==> src/rtl/flag_branch_eval.sv <==
// flag_branch_eval: architectural NZCV flag register with same-cycle
// forwarding, branch resolve (B.cond/CBZ/CBNZ/B), taken counter.
// Ports: clk, rst (async active-low); EX side ex_valid, set_flags,
//   alu_flags{N,Z,C,V}; branch side br_valid, br_type, cond, reg_zero;
//   control stall, flush; outputs flags, br_done, br_taken, taken_cnt.
module flag_branch_eval #(
  parameter int CNT_W = 8
) (
  input  logic             clk,
  input  logic             rst,
  input  logic             ex_valid,
  input  logic             set_flags,
  input  logic [3:0]       alu_flags,
  input  logic             br_valid,
  input  logic [1:0]       br_type,
  input  logic [3:0]       cond,
  input  logic             reg_zero,
  input  logic             stall,
  input  logic             flush,
  output logic [3:0]       flags,
  output logic             br_done,
  output logic             br_taken,
  output logic [CNT_W-1:0] taken_cnt
);

  localparam logic [1:0] BT_COND = 2'b00;
  localparam logic [1:0] BT_CBZ  = 2'b01;
  localparam logic [1:0] BT_CBNZ = 2'b10;
  localparam logic [1:0] BT_B    = 2'b11;

  localparam logic [CNT_W-1:0] CNT_MAX = '1;

  logic [3:0] eff;
  logic       fn, fz, fc, fv;
  logic       flag_wr;
  logic       hi, ge, gt;
  logic       cond_ok;
  logic       decision;
  logic       accept;

  // Forward the EX flag result so a branch in the same cycle sees it.
  assign flag_wr = ex_valid & set_flags;
  assign eff     = flag_wr ? alu_flags : flags;

  assign fn = eff[3];
  assign fz = eff[2];
  assign fc = eff[1];
  assign fv = eff[0];

  assign hi = fc & ~fz;
  assign ge = (fn == fv);
  assign gt = ~fz & ge;

  always_comb begin
    cond_ok = 1'b1;
    unique case (cond)
      4'b0000: cond_ok = fz;
      4'b0001: cond_ok = ~fz;
      4'b0010: cond_ok = fc;
      4'b0011: cond_ok = ~fc;
      4'b0100: cond_ok = fn;
      4'b0101: cond_ok = ~fn;
      4'b0110: cond_ok = fv;
      4'b0111: cond_ok = ~fv;
      4'b1000: cond_ok = hi;
      4'b1001: cond_ok = ~hi;
      4'b1010: cond_ok = ge;
      4'b1011: cond_ok = ~ge;
      4'b1100: cond_ok = gt;
      4'b1101: cond_ok = ~gt;
      default: cond_ok = 1'b1;
    endcase
  end

  always_comb begin
    decision = 1'b1;
    unique case (br_type)
      BT_COND: decision = cond_ok;
      BT_CBZ:  decision = reg_zero;
      BT_CBNZ: decision = ~reg_zero;
      BT_B:    decision = 1'b1;
      default: decision = 1'b1;
    endcase
  end

  // Flush drops the branch even while stalled.
  assign accept = br_valid & ~stall & ~flush;

  always_ff @(posedge clk or negedge rst) begin
    if (!rst) begin
      flags     <= 4'b0000;
      br_done   <= 1'b0;
      br_taken  <= 1'b0;
      taken_cnt <= '0;
    end else begin
      if (flag_wr && !stall)
        flags <= alu_flags;
      br_done  <= accept;
      br_taken <= accept & decision;
      if (accept && decision && taken_cnt != CNT_MAX)
        taken_cnt <= taken_cnt + 1'b1;
    end
  end

endmodule
==> config.mk <==
export PLATFORM = sky130hd
export DESIGN_NAME = flag_branch_eval
export DESIGN_NICKNAME = d
export VERILOG_FILES = /design/src/rtl/flag_branch_eval.sv
export SDC_FILE = /design/constraint.sdc
export NUM_CORES = 1
export LEC_CHECK = 0
export BUFFER_PORTS_ARGS = -buffer_cell sky130_fd_sc_hd__buf_4
export CAP_MARGIN = 0
export CORE_MARGIN = 2
export CORE_UTILIZATION = 50
export CTS_BUF_LIST = sky130_fd_sc_hd__clkbuf_8
export DETAILED_ROUTE_END_ITERATION = 12
export GPL_ROUTABILITY_DRIVEN = 0
export GPL_TIMING_DRIVEN = 0
export PLACE_DENSITY = 0.81
export SLEW_MARGIN = 15
export SYNTH_ARGS = -nofsm -noshare
export SYNTH_HDL_FRONTEND = slang
export SYNTH_SLANG_ARGS = --single-unit
export TNS_END_PERCENT = 5
==> constraint.sdc <==
create_clock -name clk -period 2.85 [get_ports clk]
set_input_delay 0 -clock clk [delete_from_list [all_inputs] [get_ports clk]]
set_output_delay 0 -clock clk [all_outputs]
set_load 0.005 [all_outputs]
* After elaboration in Yosys (flattened, before gate mapping) *
Index checks and enable logic that the tools add are counted.

storage, ports and cells
  output and inout bits = 14
  bits in registers = 14
  bits of input ports = 18
  logic and storage cells = 48

operators by class
  bitwise operators = 16
  $add $sub $neg = 1
  eq/ne operators = 18
  multiplexer cells = 3
  reduce and logical (&&, ||, !) cells = 6

operators by type and width
  cell                                                                    count
  4-bit equality test (second input constant)                             6
  4-bit by 3-bit equality test with 1-bit output (second input constant)  4
  1-bit one-hot mux with 14 select lines                                  1
  1-bit NOT                                                               10
  8-bit by 1-bit adder with 8-bit output (second input constant)          1
  4-bit by 2-bit equality test with 1-bit output (second input constant)  2
  8-bit != test (second input constant)                                   1
  1-bit AND                                                               6
  2-bit equality test (second input constant)                             2
  4-bit by 1-bit equality test with 1-bit output (second input constant)  1
  4-bit logical NOT                                                       1
  4-bit two-way mux                                                       1
  1-bit one-hot mux with 4 select lines                                   1
  1-bit logical AND                                                       3
  2-bit by 1-bit equality test with 1-bit output (second input constant)  1
  2-bit logical NOT                                                       1
  1-bit equality test                                                     1
  1-bit logical NOT                                                       1

* Depth between registers and ports, before layout *
  depth in word-level cells = 9
  depth in mapped cells = 8
  depth with buffers taken out = 7

* Worst setup path after synthesis *
Ideal clock, no wire load.

  path type = register -> register
  start point = register flags[2]
  end point = register taken_cnt[1]
  library setup time = 0.125 ns
  slack = 0.666 ns
  period minus slack after synthesis = 2.184 ns
  data arrival time = 2.059 ns
  cell stages (with the launch flop) = 6
  buffers on the path = 0
  path through = dfrtp_1 mux4_1 mux2i_1 a211o_1 o31ai_4 mux2_2

on the way
  cells in the longest elaborated chain, start to end = 8
  elaborated cells on any way between the ends = 10

RTL lines
  item                                      line        RTL
  start, declared                           20          output logic [3:0] flags,
  start signal, assigned                    97          flags <= alu_flags;
  4-bit two-way mux *                       43          assign eff = flag_wr ? alu_flags : flags;
  1-bit NOT                                 50, 52, 58
  1-bit AND, on equally long branches       52, 50
  1-bit NOT, on equally long branches       70, 66
  1-bit one-hot mux with 14 select lines *  56          unique case (cond)
  1-bit one-hot mux with 4 select lines *   77          unique case (br_type)
  1-bit logical AND * (2 in a row)          100         if (accept && decision && taken_cnt != CNT_MAX)
  end signal, assigned                      101         taken_cnt <= taken_cnt + 1'b1;
  end, declared                             23          output logic [CNT_W-1:0] taken_cnt

Mark *: on every way between the ends. The rest lies on a longest branch, timed or not.
A chain may end at the register's enable or synchronous reset.

* Worst setup path after layout *
  start point = input flush
  end point = register taken_cnt[7]

on the way
  cells in the longest elaborated chain, start to end = 4

RTL lines
  item                            line  RTL
  start, declared                 19    input logic flush,
  1-bit NOT                       87    assign accept = br_valid & ~stall & ~flush;
  1-bit AND                       87
  net accept                      39    logic accept;
  1-bit logical AND (2 in a row)  100

The timed path passes the listed nets, and every way through them passes these cells.

==> summary.md <==
| Metric | Value |
|---|---|
| Antenna-violating nets left | `0` |
| Initial antenna violation count | `0` |
| Skew final | `~0.00040 ns` |
| Overall die area | `0.00207 mm2` |
| Static Leak | `0.577 nW` |
| Cts bufs inserted | `3` |
| Netlist cell types | `31` |
| Placed cell areas | `0.00111 mm2` |
| Worst-margin pin slew | `0.557 ns` |
| Worst skew pair latency | `0.24 ns` |
| P&R area growth vs syn | `35.7%` |
| Compound-gate portion of the synthesized area | `approximately 8.6%` |
| Post-Synth XOR/XNOR Area | `between 10% and 20%` |
| Clock buffer depth | `2` |
| Post-Synthesis Cells | `between 80 and 90` |
| Violated checks | `negative hold slack` |
| EDFF count, synth | `0` |
| Fin crit period | `approximately 2.3 ns` |
| Required time of the critical path | `about 3 ns` |
| Post-Synthesis Cell Area | `~860 um2` |
| Worst Path Buf+Inv | `2` |
| Post-synth top area share | `40.6%` |
| Antenna cells | `0` |
| Hold Path Class | `in2reg` |
| Routed wire length | `about 1800 um` |
| Via/cell ratio | `between 5 and 6` |
| H-tree Lvls | `1` |
| Top-Level Pins | `32` |
| Count of input and output buffers | `30` |
| Pin count of the biggest net entering global routing | `15` |
| Vias | `between 700 and 800` |
| Initial core utilization | `between 50% and 60%` |
| Data arrival, critical path | `around 2.5 ns` |
| Slowest CP cell | `dlygate4sd3_1` |
| Worst hold slack | `-0.00242 ns` |
| Ys flop type | `dfrtp_1` |
| Fin crit share | `roughly 82%` |
| Crit path capture type | `flop` |
| Cell row count | `15` |
| Ys Warns | `0` |
| Design Area, Final | `around 0.0012 mm2` |
| Yosys reg bits | `14` |
| Most frequent cell after synthesis | `dfrtp_1` |
| Synth Area in Adders | `under 10%` |
| Highest clock rate | `roughly 430 MHz` |
| DIE HEIGHT | `~46 um` |
| Total Nets Final | `around 140` |
| Layout cells sized above 1 | `36.2%` |
| Wirelength per Cell | `roughly 14 um` |
| Fillers | `around 140` |
| Peak supply drop | `roughly 530 uV` |
| Remaining DRCs | `0` |
| Number of max-cap violations | `0` |
| Core Box Area | `approximately 0.0017 mm2` |
| Synth area leaders | `dfrtp_1, xor2_1, mux2_2, nand3_1, xnor2_1` |
| Post-Syn Area per Cell | `roughly 11 um2` |
| Worst Setup Start Kind | `primary input` |
| Gr ovfl total | `0` |
| Slew HR | `between 60 and 70%` |
| Met1 wire length | `779 um` |
| Top cells by count, synth | `dfrtp_1, nand3_1, xor2_1, nor2_1` |
| Cell breakdown of the critical path | `dlygate4sd3_1 -> buf_4 -> nor3b_1 -> nand3_1 -> a211oi_1 -> o31ai_4 -> nor4_1 -> xor2_1` |
| First-pass GRT wire length | `a little under 3000 um` |
| Setup bufs post-CTS | `0` |
| PwrDens | `559 mW/mm2` |
| Met2 Wirelength | `slightly below 900 um` |
| Slowest stage delay, CP | `between 0.5 and 0.6 ns` |
| Final hold violations | `1` |
| Cell type with the highest aggregate area in the netlist | `dfrtp_1` |
| Total global-route track usage | `19.8%` |
| Post-Syn Nets | `100` |
| Fin. max-slew vios | `0` |
| Root Driver | `clkbuf_8` |
| FFs w/ async S/R, synth | `100%` |
| Met3 wire length | `about 130 um` |
| Final setup viols | `0` |
| Seq/Total Area, Yosys | `approximately two fifths` |
| Largest family of logic cells by synthesized area | `simple AND/OR/NAND/NOR gates` |
| Status | `complete, but fails checks` |
| Worst Path Max Fanout | `7` |
| DR top layer | `met4` |
| TritonCTS clock tree | `yes` |
| Drt pass-1 iters | `4` |
| RSZ-0062 raised after global routing | `false` |
| Post-synthesis mux area share | `between 10% and 20%` |
| CP top delay family | `simple AND/OR/NAND/NOR gates` |
| Simple-Gate Fraction of Synth Area | `a little over a fifth` |
| Crit Path Category | `in2reg` |
| Die W | `45.5 um` |
| Starting DRT DRC Count | `12` |
| Vias in the first global route | `roughly 710` |
| Clock sink total | `14` |
| Final setup TNS | `0 ns` |
| Clock transition at the registers of the reported paths | `approximately 0.050 ns` |
==> kinds of logic after synthesis <==
| kind of cell | after synthesis |
|---|---|
| compound gates | 8 |
| fa+ha+maj | 1 |
| mux | 9 |
| flops | 14 |
| simple gates | 34 |
| buf+inv | 3 |
| xor+xnor | 12 |
==> repair_timing <==
action / CTS / global route
hold buffers: 2 / 0
hold endpoints to repair: 15 / 0
gates resized for setup: 0 / 0
==> power breakdown <==
group	internal [mW]	total, mW	switching (mW)
registers	0.240	0.291	0.0511
logic	0.126	0.211	0.0851
clock network	0.0929	0.152	0.0595
total	0.459	0.655	0.196
==> path summary, 6_finish.rpt <==
kind,start,cells past startpoint,slack (ns),end
worst min register to register,taken_cnt[5],1,0.50,taken_cnt[5]
min in group asynchronous,rst,2,0.14,taken_cnt[1]
worst min-delay path,stall,2,-0.002,br_done
max in group asynchronous,rst,2,2.55,br_done
worst max-delay path,flush,8,0.51,taken_cnt[7]
worst max register to register,flags[2],5,0.51,taken_cnt[1]
==> worst reg2reg max path: cells and delay by family (launching register included) <==
kind	cells	cell delay [ns]
compound gates	2	0.75
flops	1	0.41
mux	3	1.06
==> metrics by stage <==
| stage | util [%] | instances | power, mW | setup WS, ns |
|---|---|---|---|---|
| after floorplan | - | 81 | 0.390 | 0.666 |
| after global placement | 66.4 | 128 | 0.497 | 0.565 |
| after detailed placement | 66.4 | 128 | 0.505 | 0.537 |
| after CTS | 70.0 | 133 | 0.658 | 0.494 |
| after global routing | 70.0 | 133 | 0.697 | 0.310 |
| final | 70.0 | 133 | 0.655 | 0.510 |
==> layer usage <==
metal / vias up / global-route usage, %
li1: 369 / -
met1: 372 / 24.2
met2: 27 / 33.2
met3: 4 / 6.75
met4: 0 / 4.71
met5: - / 0
==> sequential cells by signal (all words and copies together) (netlist names) <==
name / count
br_done: 1
flags: 4
taken_cnt: 8
br_taken: 1
==> area by class of cell <==
cell class              count  area [um2]  area share [%]
repair buffers             32         245            21.0
inverters                   2        7.51           0.642
multi-input cells          64         499            42.7
clock buffers               3        41.3            3.53
plain buffers               1        5.00           0.428
well taps                  17        21.3            1.82
flip-flops and latches     14         350            29.9
==> placed cells by master, fill, tap and decap left out, drive strengths merged, types with 2 or more instances in the layout <==
master / count
nor2: 7
a211oi: 2
dfrtp: 14
inv: 2
nor2b: 2
xnor2: 4
clkbuf: 3
nand4: 2
mux2i: 3
dlygate4sd3: 2
nand3: 8
nand2: 4
mux4: 2
and3: 2
nor3: 3
xor2: 8
buf: 31
mux2: 4
(Power assumes the default switching activity.)
